[config.mk]
export PLATFORM = sky130hd
export DESIGN_NAME = rst_release_seq_flat
export DESIGN_NICKNAME = d
export VERILOG_FILES = /design/src/rtl/rst_release_seq_if.sv /design/src/rtl/rst_release_seq.sv /design/src/flat_wrapper.sv
export SDC_FILE = /design/constraint.sdc
export NUM_CORES = 1
export LEC_CHECK = 0
export CAP_MARGIN = 0
export CORE_ASPECT_RATIO = 1.2
export CORE_UTILIZATION = 57
export DETAILED_ROUTE_END_ITERATION = 6
export GPL_TIMING_DRIVEN = 0
export PLACE_DENSITY = 0.87
export SLEW_MARGIN = 30
export SYNTH_ARGS = -nofsm -noshare
export SYNTH_HDL_FRONTEND = slang
export SYNTH_SLANG_ARGS = --single-unit
[constraint.sdc]
create_clock -name clk -period 1.8 [get_ports clk]
set_input_delay 0.18 -clock clk [delete_from_list [all_inputs] [get_ports clk]]
set_output_delay 0.18 -clock clk [all_outputs]
set_load 0.05 [all_outputs]
[src/rtl/rst_release_seq_if.sv]
// Handshake bundle between the reset release sequencer and its downstream domains.
interface rst_release_seq_if #(
   parameter int NUM_DOM = 3
);
   localparam int ERR_W = (NUM_DOM > 1) ? $clog2(NUM_DOM) : 1;

   logic               rst_req_in;
   logic [NUM_DOM-1:0] dom_ack;
   logic [NUM_DOM-1:0] dom_rst_out;
   logic               seq_done;
   logic               seq_err;
   logic [ERR_W-1:0]   err_dom;

   modport master (
      output rst_req_in, dom_ack,
      input  dom_rst_out, seq_done, seq_err, err_dom
   );

   modport slave (
      input  rst_req_in, dom_ack,
      output dom_rst_out, seq_done, seq_err, err_dom
   );
endinterface

[src/rtl/rst_release_seq.sv]
// Synchronises and filters a stretched reset request, then releases downstream
// domain resets one at a time, waiting for each ack plus a fixed gap.
module rst_release_seq #(
   parameter int NUM_DOM     = 3,
   parameter int SYNC_STAGES = 2,
   parameter int FILTER_CYC  = 4,
   parameter int GAP_CYC     = 12,
   parameter int ACK_TIMEOUT = 255
) (
   input logic              clk,
   input logic              rst,
   rst_release_seq_if.slave bus
);
   localparam int IDX_W   = (NUM_DOM > 1) ? $clog2(NUM_DOM) : 1;
   localparam int CNT_MAX = (FILTER_CYC > GAP_CYC) ? FILTER_CYC : GAP_CYC;
   localparam int CNT_W   = $clog2(CNT_MAX + 1);
   localparam int TMR_W   = $clog2(ACK_TIMEOUT + 1);

   localparam logic [CNT_W-1:0] FILT_LAST = CNT_W'(FILTER_CYC - 1);
   localparam logic [CNT_W-1:0] GAP_LAST  = CNT_W'(GAP_CYC - 1);
   localparam logic [TMR_W-1:0] TMR_LAST  = TMR_W'(ACK_TIMEOUT - 1);
   localparam logic [IDX_W-1:0] IDX_LAST  = IDX_W'(NUM_DOM - 1);

   typedef enum logic [2:0] {HOLD, FILTER, RELEASE, WAIT_ACK, GAP, DONE, ERR} state_t;

   state_t             state, state_nx;
   logic [CNT_W-1:0]   cnt, cnt_nx;
   logic [TMR_W-1:0]   tmr, tmr_nx;
   logic [IDX_W-1:0]   idx, idx_nx, idx_inc;
   logic [NUM_DOM-1:0] dom_rst, dom_rst_nx;
   logic               done_q, done_nx;
   logic               err_q, err_nx;
   logic [IDX_W-1:0]   err_dom_q, err_dom_nx;
   logic [SYNC_STAGES-1:0] sync_q;
   logic               sync_req;
   logic               aset;

   // The request forces the synchroniser and domain resets high with no clock.
   assign aset = rst | bus.rst_req_in;

   always_ff @(posedge clk or posedge aset) begin
      if (aset) sync_q <= '1;
      else      sync_q <= {sync_q[SYNC_STAGES-2:0], 1'b0};
   end

   assign sync_req = sync_q[SYNC_STAGES-1];
   assign idx_inc  = idx + 1'b1;

   always_comb begin
      state_nx   = state;
      cnt_nx     = cnt;
      tmr_nx     = tmr;
      idx_nx     = idx;
      dom_rst_nx = dom_rst;
      done_nx    = done_q;
      err_nx     = err_q;
      err_dom_nx = err_dom_q;
      if (sync_req && state != HOLD) begin
         state_nx   = HOLD;
         cnt_nx     = '0;
         tmr_nx     = '0;
         idx_nx     = '0;
         dom_rst_nx = '1;
         done_nx    = 1'b0;
         err_nx     = 1'b0;
      end else begin
         case (state)
            HOLD: begin
               dom_rst_nx = '1;
               done_nx    = 1'b0;
               err_nx     = 1'b0;
               if (!sync_req) begin
                  state_nx = FILTER;
                  cnt_nx   = '0;
               end
            end
            FILTER: begin
               if (cnt == FILT_LAST) begin
                  state_nx      = RELEASE;
                  idx_nx        = '0;
                  cnt_nx        = '0;
                  dom_rst_nx[0] = 1'b0;
               end else begin
                  cnt_nx = cnt + 1'b1;
               end
            end
            RELEASE: begin
               state_nx = WAIT_ACK;
               tmr_nx   = '0;
            end
            WAIT_ACK: begin
               // Ack is checked first so it wins over a same-edge timeout.
               if (bus.dom_ack[idx]) begin
                  if (idx == IDX_LAST) begin
                     state_nx = DONE;
                     done_nx  = 1'b1;
                  end else begin
                     state_nx = GAP;
                     cnt_nx   = '0;
                  end
               end else if (tmr == TMR_LAST) begin
                  state_nx   = ERR;
                  err_nx     = 1'b1;
                  err_dom_nx = idx;
                  dom_rst_nx = '1;
               end else begin
                  tmr_nx = tmr + 1'b1;
               end
            end
            GAP: begin
               if (cnt == GAP_LAST) begin
                  state_nx            = RELEASE;
                  idx_nx              = idx_inc;
                  cnt_nx              = '0;
                  dom_rst_nx[idx_inc] = 1'b0;
               end else begin
                  cnt_nx = cnt + 1'b1;
               end
            end
            DONE: done_nx = 1'b1;
            ERR: begin
               err_nx     = 1'b1;
               dom_rst_nx = '1;
            end
            default: state_nx = HOLD;
         endcase
      end
   end

   always_ff @(posedge clk or posedge rst) begin
      if (rst) begin
         state     <= HOLD;
         cnt       <= '0;
         tmr       <= '0;
         idx       <= '0;
         done_q    <= 1'b0;
         err_q     <= 1'b0;
         err_dom_q <= '0;
      end else begin
         state     <= state_nx;
         cnt       <= cnt_nx;
         tmr       <= tmr_nx;
         idx       <= idx_nx;
         done_q    <= done_nx;
         err_q     <= err_nx;
         err_dom_q <= err_dom_nx;
      end
   end

   always_ff @(posedge clk or posedge aset) begin
      if (aset) dom_rst <= '1;
      else      dom_rst <= dom_rst_nx;
   end

   assign bus.dom_rst_out = dom_rst;
   assign bus.seq_done    = done_q;
   assign bus.seq_err     = err_q;
   assign bus.err_dom     = err_dom_q;
endmodule

[src/flat_wrapper.sv]
// flat-port wrapper written by rule: the top's interface ports become plain ports
module rst_release_seq_flat 
#(
   parameter int NUM_DOM     = 3,
   parameter int SYNC_STAGES = 2,
   parameter int FILTER_CYC  = 4,
   parameter int GAP_CYC     = 12,
   parameter int ACK_TIMEOUT = 255
)
  (clk, rst, bus_rst_req_in, bus_dom_ack, bus_dom_rst_out, bus_seq_done, bus_seq_err, bus_err_dom);
  rst_release_seq_if #(.NUM_DOM(NUM_DOM)) bus_i ();
  input logic clk;
  input logic rst;
  input wire logic [$bits(bus_i.rst_req_in)-1:0] bus_rst_req_in;
  input wire logic [$bits(bus_i.dom_ack)-1:0] bus_dom_ack;
  output wire logic [$bits(bus_i.dom_rst_out)-1:0] bus_dom_rst_out;
  output wire logic [$bits(bus_i.seq_done)-1:0] bus_seq_done;
  output wire logic [$bits(bus_i.seq_err)-1:0] bus_seq_err;
  output wire logic [$bits(bus_i.err_dom)-1:0] bus_err_dom;
  assign bus_i.rst_req_in = bus_rst_req_in;
  assign bus_i.dom_ack = bus_dom_ack;
  assign bus_dom_rst_out = bus_i.dom_rst_out;
  assign bus_seq_done = bus_i.seq_done;
  assign bus_seq_err = bus_i.seq_err;
  assign bus_err_dom = bus_i.err_dom;
  rst_release_seq #(.NUM_DOM(NUM_DOM), .SYNC_STAGES(SYNC_STAGES), .FILTER_CYC(FILTER_CYC), .GAP_CYC(GAP_CYC), .ACK_TIMEOUT(ACK_TIMEOUT)) u_core (.clk(clk), .rst(rst), .bus(bus_i));
endmodule
==> results of run 1 <==
-- worst reg2reg max path: stages (launching register included) --
cell and delay, ns:
dfrtp_1 0.45, ha_1 0.19, and4_1 0.25, a21oi_2 0.22, nand2_2 0.17, nand2_2 0.12, mux2_4 0.29
-- worst max path at each step --
| stage | startpoint | endpoint | slack, ns | cells past startpoint |
|---|---|---|---|---|
| after global placement | bus_dom_ack[1] | u_core.bus.err_dom[0] | -0.05 | 6 |
| after CTS | u_core.cnt[0] | u_core.state[1] | 0.007 | 6 |
| after global routing | u_core.tmr[1] | u_core.state[1] | -0.03 | 6 |
| after floorplan | u_core.tmr[0] | u_core.state[1] | 0.12 | 7 |
| after detailed placement | u_core.tmr[0] | u_core.state[1] | -0.06 | 7 |
| final | u_core.tmr[1] | u_core.state[1] | 0.009 | 6 |
-- flip-flops by register name, summed over array words and instances (netlist names) --
name	flops
u_core.tmr	8
u_core.cnt	4
u_core.bus.dom_rst_out	3
u_core.state	3
u_core.bus.err_dom	2
u_core.idx	2
u_core.sync_q	2
u_core.bus.seq_done	1
u_core.bus.seq_err	1
-- timing repair --
action | CTS | global route
setup endpoints to repair | 5 | 12
resized for setup | 5 | 7
buffers inserted | 1 | 2
hold endpoints to repair | 0 | 0
pin swaps | 0 | 1
-- cell usage after synthesis (3+ instances only) --
| cell | count |
|---|---|
| a211oi_1 | 3 |
| a21o_1 | 3 |
| a21oi_1 | 5 |
| a31oi_1 | 9 |
| and3_1 | 4 |
| buf_2 | 5 |
| dfrtp_1 | 21 |
| dfstp_2 | 5 |
| ha_1 | 7 |
| inv_1 | 6 |
| nand2_1 | 11 |
| nand2b_1 | 5 |
| nand3_1 | 9 |
| nor2_1 | 9 |
| nor3_1 | 3 |
| o21ai_0 | 15 |
| o31ai_1 | 5 |
-- layout make-up --
class,instances,area share [%]
multi-input combinational,131,49.7
sequential,26,35.1
timing repair buffer,15,7.40
buffer,8,2.74
tap,33,2.20
inverter,7,1.47
clock buffer,4,1.40
-- layer usage --
layer | share of wire, % | GRT usage (%)
met4 | 3.1 | 13.1
met5 | 0 | 0
met2 | 50 | 46.6
met1 | 42 | 30.0
met3 | 4.8 | 3.26
-- cell families after synthesis --
logic type	synth area share [%]
other	0.229
AOI/OAI and AO/OA	26.3
muxes	3.51
buffers and inverters	4.80
xor gates and xnor gates	0.534
adders and majority gates	5.95
DFF	40.0
and+or+nand+nor	18.6
-- metrics by stage --
step	total power (µW)	util, %
after floorplan	1760	-
after global placement	1990	68.6
after detailed placement	2050	68.6
after CTS	2300	69.9
after global routing	2510	71.4
final	2360	71.4
-- power groups by stage --
stage | Combinational, µW | Clock [µW] | Sequential (µW)
2_1_floorplan | 828 | 0 | 932
3_3_place_gp | 1180 | 0 | 812
3_5_place_dp | 1220 | 0 | 821
4_1_cts | 1220 | 269 | 807
5_1_grt | 1400 | 284 | 825
6_report | 1290 | 258 | 811
==> flow_summary.ini, run 1 <==
[yosys]
synth-seq-area-share_pct = 40.0
synth_largest_type_area_fraction_pct = 32.0
async_flop_share_pct = 100
synth.area.top_cells = dfrtp_1 (32%), dfstp_2 (8.0%), ha_1 (5.3%), o21ai_0 (4.6%), a31oi_1 (3.4%)
syn_avg_cell_area_um2 = 9.54
synth_edf_count = 0
syn_inst = 172
syn_area_mm2 = 0.00164
syn_nets = 185
synth-seq-cells = 26
ys_warn_count = 0
synth_cell_types = 53
synth_area_leader_cell = dfrtp_1
synthFlopType = dfrtp_1

[critical_path]
endpoint_kind = register
slowest_stage = dfrtp_1
critPathLaunchType = register
r2r_start = u_core.tmr[1]
crit_type = register to register
crit_chain = ha_1 > and4_1 > a21oi_2 > nand2_2 > nand2_2 > mux2_4
crit_family = simple AND/OR/NAND/NOR gates
critPathRequiredTime_ns = 2.03
reg2reg_setup_slack_ns = 0.009
crit_path_frequent_cell = nand2_2
cp_num_buf_inv = 0
max_stage_delay_ns = 0.45
worstPathArrival_ns = 2.02
cp_max_fo = 7
reg2reg_to = u_core.state[1]
r2r_cells = 6

[drt]
drc_errors = 0
ant_nets = 0
routed_via_density = 6.36
wl_per_cell_um = 15.7
drt-initial-drc-count = 59
dr.pass1.iters = 4
vias = 1424
drt_wl_total_mm = 3.52

[grt]
grt_pass1_wl_mm = 5.90
antenna_found_initial = 0
grt_max_degree = 22
grt_use_total_pct = 25.8
grt_pass1_vias = 1364
overflow = 0

[cts]
clock_path_buffers = 2
cts-root-buf = clkbuf_4
cts_hold_buffers = 0
cts_tree = yes
h-tree-depth = 1
path_clk_slew_ns = 0.14
cts_sinks = 26
numCtsBuffers = 3
clk_latency_ns = 0.33

[pwr]
seq_power_share_pct = 34.3
internal_power_uw = 1300
pwr_density_cell_mw_per_mm2 = 1260
pwr-share-comb_pct = 54.7
ir_worst_vdd_mv = 0.862
switchingPower_uw = 1060
swShare_pct = 44.8
leakagePower_uw = 0.000799
pwr-share-clk_pct = 10.9

[timing]
fin_tns_setup_ns = 0
post-route-min-period_ns = 1.79
hold_viol = 0
relSlewSlack_pct = 45.1
hold_ws_ns = 0.324
rsz0062_at_grt = true
tightest_slew_ns = 0.823
fin_crit_sh_pct = 99.5
finalClockSkew_ns = 0.00666
drv_slew = 0
setup_viol = 0
fmax_mhz = 558
setup_slack_ns = 0.00914

[place]
gp_congestion = 0.915
postPlaceCellArea_mm2 = 0.00180
portBuffers = 12
dp_cells = 217
pre_cts_slack_ns = -0.0574
dp_hpwl_mm = 2.61

[floorplanning]
fp.dieArea_mm2 = 0.00310
ios = 13
start_util_pct = 62.4
die_y_um = 60.8
core_mm2 = 0.00263
die_w_um = 51.0
row_count = 20

[cells_and_area]
areaGrowthSynthToFinish_pct = 14.3
n_antenna_cell = 0
final_common_cell = dfrtp_1
regArea_um2 = 658
multi_input_area_um2 = 932
stdcell_count = 224
fin_nets = 205
final_cell_mix = dfrtp_1 (20), o21ai_0 (14), nand2_1 (11)
nFillCells = 203
final_cell_area_mm2 = 0.00188
drive_gt1_share_pct = 20.9

[outcome]
outcome = finished clean

[job]
max_cap_viol_count = 0

[worst_hold_path]
hp-class = input port to async pin
No activity file was read; power rests on OpenSTA's default activity.
==> run 2: changes to the inputs <==
- CORE_ASPECT_RATIO: 1.2 -> 1.1
==> run 2 against run 1 <==
  * Sequential share of layout area down 1.2 points
  * Hold slack worse by 0.013 ns
  * Utilization down 0.84 points
  * Largest cell class unchanged
  * Maximum frequency up 2.9%
  * Via count up 1.8%
==> flow_summary.ini, run 2 (synthesis gave the netlist of run 1 again) <==
[outcome]
outcome = finished clean

[drt]
routed_via_density = 6.47
ant_nets = 0
dr.pass1.iters = 5
drc_errors = 0
drt-initial-drc-count = 48
drt_wl_total_mm = 3.83
vias = 1449
wl_per_cell_um = 17.1

[pwr]
totalPowerFinal_uw = 2470
ir_worst_vdd_mv = 1.01
leakagePower_uw = 0.000816
pwr_density_cell_mw_per_mm2 = 1270

[cells_and_area]
regArea_um2 = 658
largest_register = u_core.tmr
multi_input_area_um2 = 986
nFillCells = 207
largestRegisters = u_core.tmr (8), u_core.cnt (4)
fin_nets = 205
drive_gt1_share_pct = 24.1
largest_reg_flops = 8
n_antenna_cell = 0
areaGrowthSynthToFinish_pct = 18.4
stdcell_count = 224
final_common_cell = dfrtp_1
final_cell_mix = dfrtp_1 (20), o21ai_0 (14), nand2_1 (10)

[place]
portBuffers = 12
dp_cells = 217
dp_hpwl_mm = 2.70
pre_cts_slack_ns = -0.109
gp_congestion = 0.887

[timing]
rsz0062_at_grt = false
setup_viol = 0
fmax_mhz = 575
fin_tns_setup_ns = 0
drv_slew = 0
finalClockSkew_ns = 0.0100
post-route-min-period_ns = 1.74
fin_crit_sh_pct = 96.7
tightest_slew_ns = 0.789
relSlewSlack_pct = 47.3
hold_viol = 0
setup_slack_ns = 0.0594

[cts]
clk_latency_ns = 0.33
numCtsBuffers = 3
cts-root-buf = clkbuf_4
path_clk_slew_ns = 0.15
cts_tree = yes
clock_path_buffers = 2
cts_sinks = 26
h-tree-depth = 1

[critical_path]
cp_num_buf_inv = 1
r2r_start = u_core.idx[0]
cp_max_fo = 3
slowest_stage = clkdlybuf4s50_1
crit_chain = clkdlybuf4s50_1
reg2reg_setup_slack_ns = 0.07
crit_family = buffers and inverters
critPathRequiredTime_ns = 1.62
crit_type = register to output port
cp-startpoint = u_core.bus.seq_done
endpoint_kind = output port
reg2reg_to = u_core.bus.err_dom[1]
crit_cells = 1
r2r_cells = 5
worstPathArrival_ns = 1.56
critPathLaunchType = register
critical_path.endpoint = bus_seq_done
max_stage_delay_ns = 0.82

[grt]
antenna_found_initial = 0
grt_use_total_pct = 28.2
grt_pass1_wl_mm = 6.44
grt_max_degree = 22
overflow = 0
grt_pass1_vias = 1501

[floorplanning]
core_mm2 = 0.00275
row_count = 20
fp.dieArea_mm2 = 0.00310
start_util_pct = 59.6
die_w_um = 53.2
die_y_um = 58.3
ios = 13

[worst_hold_path]
hp-class = input port to async pin

[job]
max_cap_viol_count = 0
## run 2: layer usage
| metal | share of wire, % | global-route usage, % | routed length [µm] |
|---|---|---|---|
| met2 | 52 | 48.5 | 1990 |
| met3 | 3.5 | 3.94 | 134 |
| met4 | 2.7 | 13.5 | 102 |
| met1 | 42 | 34.1 | 1610 |
| met5 | 0 | 0 | 0 |
## run 2: worst min-delay path by stage
stage                       endpoint  cells past startpoint        startpoint  slack (ns)
2_1_floorplan  u_core.bus.err_dom[0]                      1               rst        0.16
3_3_place_gp        u_core.sync_q[1]                      0  u_core.sync_q[0]        0.35
3_5_place_dp        u_core.sync_q[1]                      0  u_core.sync_q[0]        0.35
4_1_cts                u_core.idx[1]                      2               rst        0.35
5_1_grt             u_core.sync_q[1]                      0  u_core.sync_q[0]        0.38
6_report               u_core.idx[1]                      2               rst        0.31
## run 2: power by group
group          total [µW]  internal [µW]  switching, µW
Sequential            825            709            117
Clock                 303            124            179
Combinational        1340            528            811
## run 2: cell type report
cell class | instances | share of cell area (%)
Sequential cell | 26 | 33.9
Tap cell | 33 | 2.13
Inverter | 7 | 1.42
Timing Repair Buffer | 15 | 7.15
Buffer | 8 | 2.77
Multi-Input combinational cell | 131 | 50.8
Clock buffer | 4 | 1.87
## run 2: what timing repair did
| action | CTS | global route |
|---|---|---|
| setup buffers | 1 | 2 |
| hold buffers | 0 | 0 |
| resized for setup | 7 | 16 |
| pin swaps | 0 | 4 |
| hold endpoints to repair | 0 | 0 |
| endpoints found under the setup margin | 6 | 13 |
| gates cloned | 0 | 0 |
## run 2: metrics by stage
step                      util (%)  hold WS, ns  cell area (µm²)
after CTS                     67.3        0.352             1850
after floorplan                  -        0.157             1640
after global routing          70.5        0.377             1940
after global placement        65.5        0.347             1800
final                         70.5        0.311             1940
after detailed placement      65.5        0.353             1800
